[config.mk]
export PLATFORM = sky130hd
export DESIGN_NAME = vga_timing_gen_flat
export DESIGN_NICKNAME = d
export VERILOG_FILES = /design/src/rtl/vga_timing_gen_pkg.sv /design/src/rtl/vga_timing_gen_if.sv /design/src/rtl/vga_timing_gen_wrap_counter.sv /design/src/rtl/vga_timing_gen.sv /design/src/flat_wrapper.sv
export SDC_FILE = /design/constraint.sdc
export NUM_CORES = 1
export LEC_CHECK = 0
export ABC_AREA = 1
export BUFFER_PORTS_ARGS = -buffer_cell sky130_fd_sc_hd__buf_2
export CAP_MARGIN = 20
export CORE_MARGIN = 10
export CORE_UTILIZATION = 43
export DETAILED_ROUTE_END_ITERATION = 10
export GPL_TIMING_DRIVEN = 0
export MAX_ROUTING_LAYER = met4
export PLACE_DENSITY = 0.65
export RECOVER_POWER = 25
export SYNTH_ARGS = -nofsm -noshare
export SYNTH_HDL_FRONTEND = slang
export SYNTH_SLANG_ARGS = --single-unit
[constraint.sdc]
create_clock -name clk_i -period 2.3 [get_ports clk_i]
set_input_delay 0.115 -clock clk_i [delete_from_list [all_inputs] [get_ports clk_i]]
set_output_delay 0.115 -clock clk_i [all_outputs]
set_load 0.05 [all_outputs]
[src/rtl/vga_timing_gen_pkg.sv]
// Shared timing constants, sync-polarity encodings and counter-width helper
// for the VGA timing generator.
package vga_timing_pkg;

  localparam int unsigned DEF_H_VISIBLE = 640;
  localparam int unsigned DEF_H_FP      = 16;
  localparam int unsigned DEF_H_SYNC    = 96;
  localparam int unsigned DEF_H_BP      = 48;
  localparam int unsigned DEF_V_VISIBLE = 480;
  localparam int unsigned DEF_V_FP      = 10;
  localparam int unsigned DEF_V_SYNC    = 2;
  localparam int unsigned DEF_V_BP      = 33;

  localparam int unsigned DEF_H_TOTAL = DEF_H_VISIBLE + DEF_H_FP + DEF_H_SYNC + DEF_H_BP;
  localparam int unsigned DEF_V_TOTAL = DEF_V_VISIBLE + DEF_V_FP + DEF_V_SYNC + DEF_V_BP;

  localparam bit SYNC_ACTIVE_LOW  = 1'b0;
  localparam bit SYNC_ACTIVE_HIGH = 1'b1;

  function automatic int unsigned cnt_width(input int unsigned h_total,
                                            input int unsigned v_total);
    int unsigned m;
    m = (h_total > v_total) ? h_total : v_total;
    return $clog2(m);
  endfunction

endpackage

[src/rtl/vga_timing_gen_if.sv]
// Video timing bundle from the generator to framebuffer/pixel-output stages.
// frame_cnt_o exists only when VGA_FRAME_CNT_EN is defined.
interface vga_timing_gen_if #(
  parameter int unsigned CNT_W = 10
);
  logic             hsync_o;
  logic             vsync_o;
  logic             video_on_o;
  logic [CNT_W-1:0] pixel_x_o;
  logic [CNT_W-1:0] pixel_y_o;
  logic             line_start_o;
  logic             frame_start_o;
`ifdef VGA_FRAME_CNT_EN
  logic [15:0]      frame_cnt_o;
`endif

  modport master (
    output hsync_o, vsync_o, video_on_o, pixel_x_o, pixel_y_o,
           line_start_o, frame_start_o
`ifdef VGA_FRAME_CNT_EN
  , output frame_cnt_o
`endif
  );

  modport slave (
    input  hsync_o, vsync_o, video_on_o, pixel_x_o, pixel_y_o,
           line_start_o, frame_start_o
`ifdef VGA_FRAME_CNT_EN
  , input  frame_cnt_o
`endif
  );
endinterface

[src/rtl/vga_timing_gen_wrap_counter.sv]
// Enabled modulo counter that resets to MAX so its first enabled edge wraps to 0.
module wrap_counter #(
  parameter int unsigned MAX = 799,
  parameter int unsigned W   = 10
) (
  input  logic         clk_i,
  input  logic         rst_,
  input  logic         en_i,
  output logic [W-1:0] cnt_o,
  output logic         wrap_o
);
  localparam logic [W-1:0] MAX_V = W'(MAX);

  always_comb begin
    wrap_o = en_i && (cnt_o == MAX_V);
  end

  always_ff @(posedge clk_i or negedge rst_) begin
    if (!rst_) begin
      cnt_o <= MAX_V;
    end else if (en_i) begin
      cnt_o <= wrap_o ? '0 : cnt_o + 1'b1;
    end
  end
endmodule

[src/rtl/vga_timing_gen.sv]
// VGA display timing generator: all outputs are flops loaded from the next
// counter position. Optional frame counter under VGA_FRAME_CNT_EN.
module vga_timing_gen
  import vga_timing_pkg::*;
#(
  parameter int unsigned H_VISIBLE = DEF_H_VISIBLE,
  parameter int unsigned H_FP      = DEF_H_FP,
  parameter int unsigned H_SYNC    = DEF_H_SYNC,
  parameter int unsigned H_BP      = DEF_H_BP,
  parameter int unsigned V_VISIBLE = DEF_V_VISIBLE,
  parameter int unsigned V_FP      = DEF_V_FP,
  parameter int unsigned V_SYNC    = DEF_V_SYNC,
  parameter int unsigned V_BP      = DEF_V_BP,
  parameter bit          SYNC_POL  = SYNC_ACTIVE_LOW,
  parameter int unsigned CNT_W     = cnt_width(DEF_H_TOTAL, DEF_V_TOTAL)
) (
  input  logic clk_i,
  input  logic rst_,
  vga_timing_gen_if.master vid
);
  localparam int unsigned H_TOTAL = H_VISIBLE + H_FP + H_SYNC + H_BP;
  localparam int unsigned V_TOTAL = V_VISIBLE + V_FP + V_SYNC + V_BP;

  localparam logic [CNT_W-1:0] H_VIS_V  = CNT_W'(H_VISIBLE);
  localparam logic [CNT_W-1:0] V_VIS_V  = CNT_W'(V_VISIBLE);
  localparam logic [CNT_W-1:0] HS_FIRST = CNT_W'(H_VISIBLE + H_FP);
  localparam logic [CNT_W-1:0] HS_LAST  = CNT_W'(H_VISIBLE + H_FP + H_SYNC - 1);
  localparam logic [CNT_W-1:0] VS_FIRST = CNT_W'(V_VISIBLE + V_FP);
  localparam logic [CNT_W-1:0] VS_LAST  = CNT_W'(V_VISIBLE + V_FP + V_SYNC - 1);

  logic [CNT_W-1:0] h_cnt, v_cnt;
  logic [CNT_W-1:0] h_nxt, v_nxt;
  logic             h_wrap, v_wrap;
  logic             hs_nxt, vs_nxt, frame_nxt;

  wrap_counter #(.MAX(H_TOTAL - 1), .W(CNT_W)) u_h_cnt (
    .clk_i  (clk_i),
    .rst_   (rst_),
    .en_i   (1'b1),
    .cnt_o  (h_cnt),
    .wrap_o (h_wrap)
  );

  wrap_counter #(.MAX(V_TOTAL - 1), .W(CNT_W)) u_v_cnt (
    .clk_i  (clk_i),
    .rst_   (rst_),
    .en_i   (h_wrap),
    .cnt_o  (v_cnt),
    .wrap_o (v_wrap)
  );

  // Mirror the counters' next state so outputs land on the same edge the counters move.
  always_comb begin
    h_nxt = h_wrap ? '0 : h_cnt + 1'b1;
    v_nxt = v_cnt;
    if (h_wrap) begin
      v_nxt = v_wrap ? '0 : v_cnt + 1'b1;
    end
    hs_nxt    = ((h_nxt >= HS_FIRST) && (h_nxt <= HS_LAST)) ? SYNC_POL : ~SYNC_POL;
    vs_nxt    = ((v_nxt >= VS_FIRST) && (v_nxt <= VS_LAST)) ? SYNC_POL : ~SYNC_POL;
    frame_nxt = (h_nxt == '0) && (v_nxt == '0);
  end

  always_ff @(posedge clk_i or negedge rst_) begin
    if (!rst_) begin
      vid.hsync_o       <= ~SYNC_POL;
      vid.vsync_o       <= ~SYNC_POL;
      vid.video_on_o    <= 1'b0;
      vid.pixel_x_o     <= '0;
      vid.pixel_y_o     <= '0;
      vid.line_start_o  <= 1'b0;
      vid.frame_start_o <= 1'b0;
    end else begin
      vid.hsync_o       <= hs_nxt;
      vid.vsync_o       <= vs_nxt;
      vid.video_on_o    <= (h_nxt < H_VIS_V) && (v_nxt < V_VIS_V);
      vid.pixel_x_o     <= h_nxt;
      vid.pixel_y_o     <= v_nxt;
      vid.line_start_o  <= (h_nxt == '0);
      vid.frame_start_o <= frame_nxt;
    end
  end

`ifdef VGA_FRAME_CNT_EN
  logic frame_seen;

  // The first frame after reset is frame 0; later frame starts advance the count.
  always_ff @(posedge clk_i or negedge rst_) begin
    if (!rst_) begin
      frame_seen      <= 1'b0;
      vid.frame_cnt_o <= '0;
    end else if (frame_nxt) begin
      frame_seen <= 1'b1;
      if (frame_seen) begin
        vid.frame_cnt_o <= vid.frame_cnt_o + 16'd1;
      end
    end
  end
`endif
endmodule

[src/flat_wrapper.sv]
// flat-port wrapper written by rule: the top's interface ports become plain ports
module vga_timing_gen_flat import vga_timing_pkg::*;
#(
  parameter int unsigned H_VISIBLE = DEF_H_VISIBLE,
  parameter int unsigned H_FP      = DEF_H_FP,
  parameter int unsigned H_SYNC    = DEF_H_SYNC,
  parameter int unsigned H_BP      = DEF_H_BP,
  parameter int unsigned V_VISIBLE = DEF_V_VISIBLE,
  parameter int unsigned V_FP      = DEF_V_FP,
  parameter int unsigned V_SYNC    = DEF_V_SYNC,
  parameter int unsigned V_BP      = DEF_V_BP,
  parameter bit          SYNC_POL  = SYNC_ACTIVE_LOW,
  parameter int unsigned CNT_W     = cnt_width(DEF_H_TOTAL, DEF_V_TOTAL)
)
  (clk_i, rst_, vid_hsync_o, vid_vsync_o, vid_video_on_o, vid_pixel_x_o, vid_pixel_y_o, vid_line_start_o, vid_frame_start_o);
  vga_timing_gen_if #(.CNT_W(CNT_W)) vid_i ();
  input  logic clk_i;
  input  logic rst_;
  output wire logic [$bits(vid_i.hsync_o)-1:0] vid_hsync_o;
  output wire logic [$bits(vid_i.vsync_o)-1:0] vid_vsync_o;
  output wire logic [$bits(vid_i.video_on_o)-1:0] vid_video_on_o;
  output wire logic [$bits(vid_i.pixel_x_o)-1:0] vid_pixel_x_o;
  output wire logic [$bits(vid_i.pixel_y_o)-1:0] vid_pixel_y_o;
  output wire logic [$bits(vid_i.line_start_o)-1:0] vid_line_start_o;
  output wire logic [$bits(vid_i.frame_start_o)-1:0] vid_frame_start_o;
  assign vid_hsync_o = vid_i.hsync_o;
  assign vid_vsync_o = vid_i.vsync_o;
  assign vid_video_on_o = vid_i.video_on_o;
  assign vid_pixel_x_o = vid_i.pixel_x_o;
  assign vid_pixel_y_o = vid_i.pixel_y_o;
  assign vid_line_start_o = vid_i.line_start_o;
  assign vid_frame_start_o = vid_i.frame_start_o;
  vga_timing_gen #(.H_VISIBLE(H_VISIBLE), .H_FP(H_FP), .H_SYNC(H_SYNC), .H_BP(H_BP), .V_VISIBLE(V_VISIBLE), .V_FP(V_FP), .V_SYNC(V_SYNC), .V_BP(V_BP), .SYNC_POL(SYNC_POL), .CNT_W(CNT_W)) u_core (.clk_i(clk_i), .rst_(rst_), .vid(vid_i));
endmodule
==> flow_summary_export.csv <==
group,metric,value,unit
finish,diodes,0,
critical_path,arrival,2.18,ns
clock_network,postCtsResizedCells,0,
floorplanning,die_x,86.9,um
place,gp_congestion,0.880,
sta,finalSetupViolCount,0,
floorplanning,io-pin-count,27,
clock_network,root_buffer,"clkbuf_8",
finish,fill_cells,421,
critical_path,cp-end-kind,"register",
clock_network,insertion_delay,0.28,ns
clock_network,clk_pin_slew_worst_paths,0.07,ns
global_route,antenna_found_initial,0,
logic_synthesis,synth_edf_count,0,
floorplanning,start_util,0.442,
sta,tns,0,ns
sta,finalCriticalPeriod,2.01,ns
sta,whs,0.447,ns
drt,routed_via_density,4.73,
drt,num_vias,1536,
logic_synthesis,netlist_instances,239,
logic_synthesis,avgSynthCellArea,8.05,um^2
sta,slew_headroom,0.496,
global_route,track_usage,0.115,
drt,dr.pass1.iters,4,
global_route,grt_pass1_vias,1506,
critical_path,crit_type,"reg2reg",
floorplanning,die_area,7550,um^2
critical_path,rrSetupSlack,0.29,ns
finish,final_nets,279,
floorplanning,core-area,4350,um^2
floorplanning,rows,24,
logic_synthesis,netlist_area,1920,um^2
logic_synthesis,syn_nets,245,
logic_synthesis,synth_area_leaders,"dfrtp_1, dfstp_2, nand2_1",
sta,max_freq,0.498,GHz
place,numPortBuffers,26,
logic_synthesis,yosys.area.top_type_share,0.299,
clock_network,cts_tree,"built",
pwr,p_per_area,487,nW/um^2
logic_synthesis,synthFlopType,"dfrtp_1",
drt,wire_per_inst,12.2,um
logic_synthesis,synth_commonest_cells,"nand2_1, inv_1, dfrtp_1",
sta,fin_crit_sh,0.872,
sta,drv_slew,0,
critical_path,crit_required,2.48,ns
sta,rsz0062_at_grt,"no",
flow_run,cap_violations,0,
global_route,grt_max_degree,36,
hold_path,hold_path_class,"in2async",
floorplanning,die_y,86.9,um
logic_synthesis,synth.most_common_cell,"nand2_1",
finish,multi_input_area,795,um^2
drt,wirelength,3950,um
critical_path,critPathLaunchType,"register",
drt,ant_nets,0,
critical_path,cp_max_fo,6,
logic_synthesis,synth_cell_types,26,
drt,drcViolationCount,0,
critical_path,r2r_cells,9,
logic_synthesis,ys_ff_latch,35,
critical_path,r2r-start,"u_core.u_h_cnt.cnt_o[0]",
global_route,grt_pass1_wl,6870,um
clock_network,htreeDepth,2,
logic_synthesis,synthArstFlopShare,1.00,
finish,drive_above_1_share,0.245,
place,dp_hpwl,3090,um
clock_network,cts_buffers,5,
drt,drt_iter0_markers,88,
pwr,vdd_ir_drop_max,320,uV
clock_network,cts_buffer_depth,2,
sta,tightest_slew,0.756,ns
finish,syn_to_final_growth,14.5,%
status,status,"finished clean",
logic_synthesis,yosysSeqAreaShare,0.463,
critical_path,worstReg2RegEnd,"u_core.vid.video_on_o",
finish,regArea,891,um^2
clock_network,clock-sinks,35,
logic_synthesis,synth_warnings,0,
pwr,p_leak,1.19,nW
logic_synthesis,yosys.area.top_type,"dfrtp_1",
sta,hold_viol_final,0,
global_route,grt-ovfl-total,0,
sta,clock_skew,0.00813,ns
==> worst max path at each step <==
stage / slack [ns] / from / endpoint / cells after the start
after global placement: 0.33 / u_core.u_h_cnt.cnt_o[0] / u_core.vid.video_on_o / 9
after detailed placement: 0.30 / u_core.u_h_cnt.cnt_o[0] / u_core.vid.video_on_o / 9
final: 0.29 / u_core.u_h_cnt.cnt_o[0] / u_core.vid.video_on_o / 9
after global routing: 0.12 / u_core.u_h_cnt.cnt_o[0] / u_core.vid.frame_start_o / 11
after CTS: 0.28 / u_core.u_h_cnt.cnt_o[0] / u_core.vid.video_on_o / 9
after floorplan: 0.56 / u_core.u_h_cnt.cnt_o[0] / u_core.vid.video_on_o / 9
==> report_power, final <==
group          total (mW)  internal, mW  switching, mW
Clock               0.444         0.235          0.209
Combinational      0.0131       0.00170         0.0114
Sequential          0.617         0.617              0
Total                1.07         0.853          0.220
==> cell families after synthesis <==
kind of cell	share of synthesized area
compound gates	0.0384
flops	0.463
fa+ha+maj	0.0260
simple gates	0.340
buf+inv	0.124
xor+xnor	0.00911
==> registers in the layout, summed over array words and instances (netlist names) <==
signal	count
u_core.u_v_cnt.cnt_o	3
u_core.vid.line_start_o	1
u_core.vid.pixel_x_o	10
u_core.vid.video_on_o	1
u_core.u_h_cnt.cnt_o	7
u_core.vid.vsync_o	1
u_core.vid.pixel_y_o	10
u_core.vid.frame_start_o	1
u_core.vid.hsync_o	1
==> stage by stage <==
stage	total power [mW]	instance area [um^2]	cells	worst slack [ns]	util
2_1_floorplan	0.627	1920	239	0.556	-
3_3_place_gp	0.640	2120	317	0.327	0.486
3_5_place_dp	0.640	2120	317	0.299	0.486
4_1_cts	1.09	2220	325	0.279	0.509
5_1_grt	1.11	2200	325	0.120	0.506
6_report	1.07	2200	325	0.294	0.506
==> cells in the final DEF (no fill, tap or decap), drive strengths merged, types with 2 or more instances in the layout <==
master and n:
a21oi 3, buf 26, clkbuf 17, clkinv 2
dfrtp 23, dfstp 12, ha 4, inv 41
nand2 66, nand3 22, nand4 13, nor2 29
nor3 4, o21ai 5, o21bai 2, xor2 2
==> per-layer routing <==
layer	wire, um	track usage	vias to the layer above
met4	52	0.0457	0
li1	-	-	799
met1	1930	0.141	701
met3	203	0.0346	4
met5	0	-	-
met2	1770	0.173	32
==> layout make-up <==
class | instances | share of cell area
flip-flops and latches | 35 | 0.405
repair buffers | 27 | 0.0574
plain buffers | 11 | 0.0364
multi-input cells | 151 | 0.361
inverters | 42 | 0.0716
clock inverters | 1 | 0.00227
well taps | 52 | 0.0295
clock buffers | 6 | 0.0375
==> critical path, cell delays in order (launching register included) <==
cell and delay [ns]:
dfstp_2 0.58, ha_1 0.23, nand2_2 0.12, nor2_8 0.15, nand3_1 0.10, nor2_2 0.19
nand3_1 0.12, o21ai_2 0.13, nand4_1 0.12, and2_1 0.17
==> repair_timing <==
item / 4_1_cts / 5_1_grt
hold buffers: 1 / 0
endpoints found under the setup margin: 0 / 0
setup buffers: 0 / 0
hold endpoints to repair: 23 / 0
No activity file was read; power rests on OpenSTA's default activity.
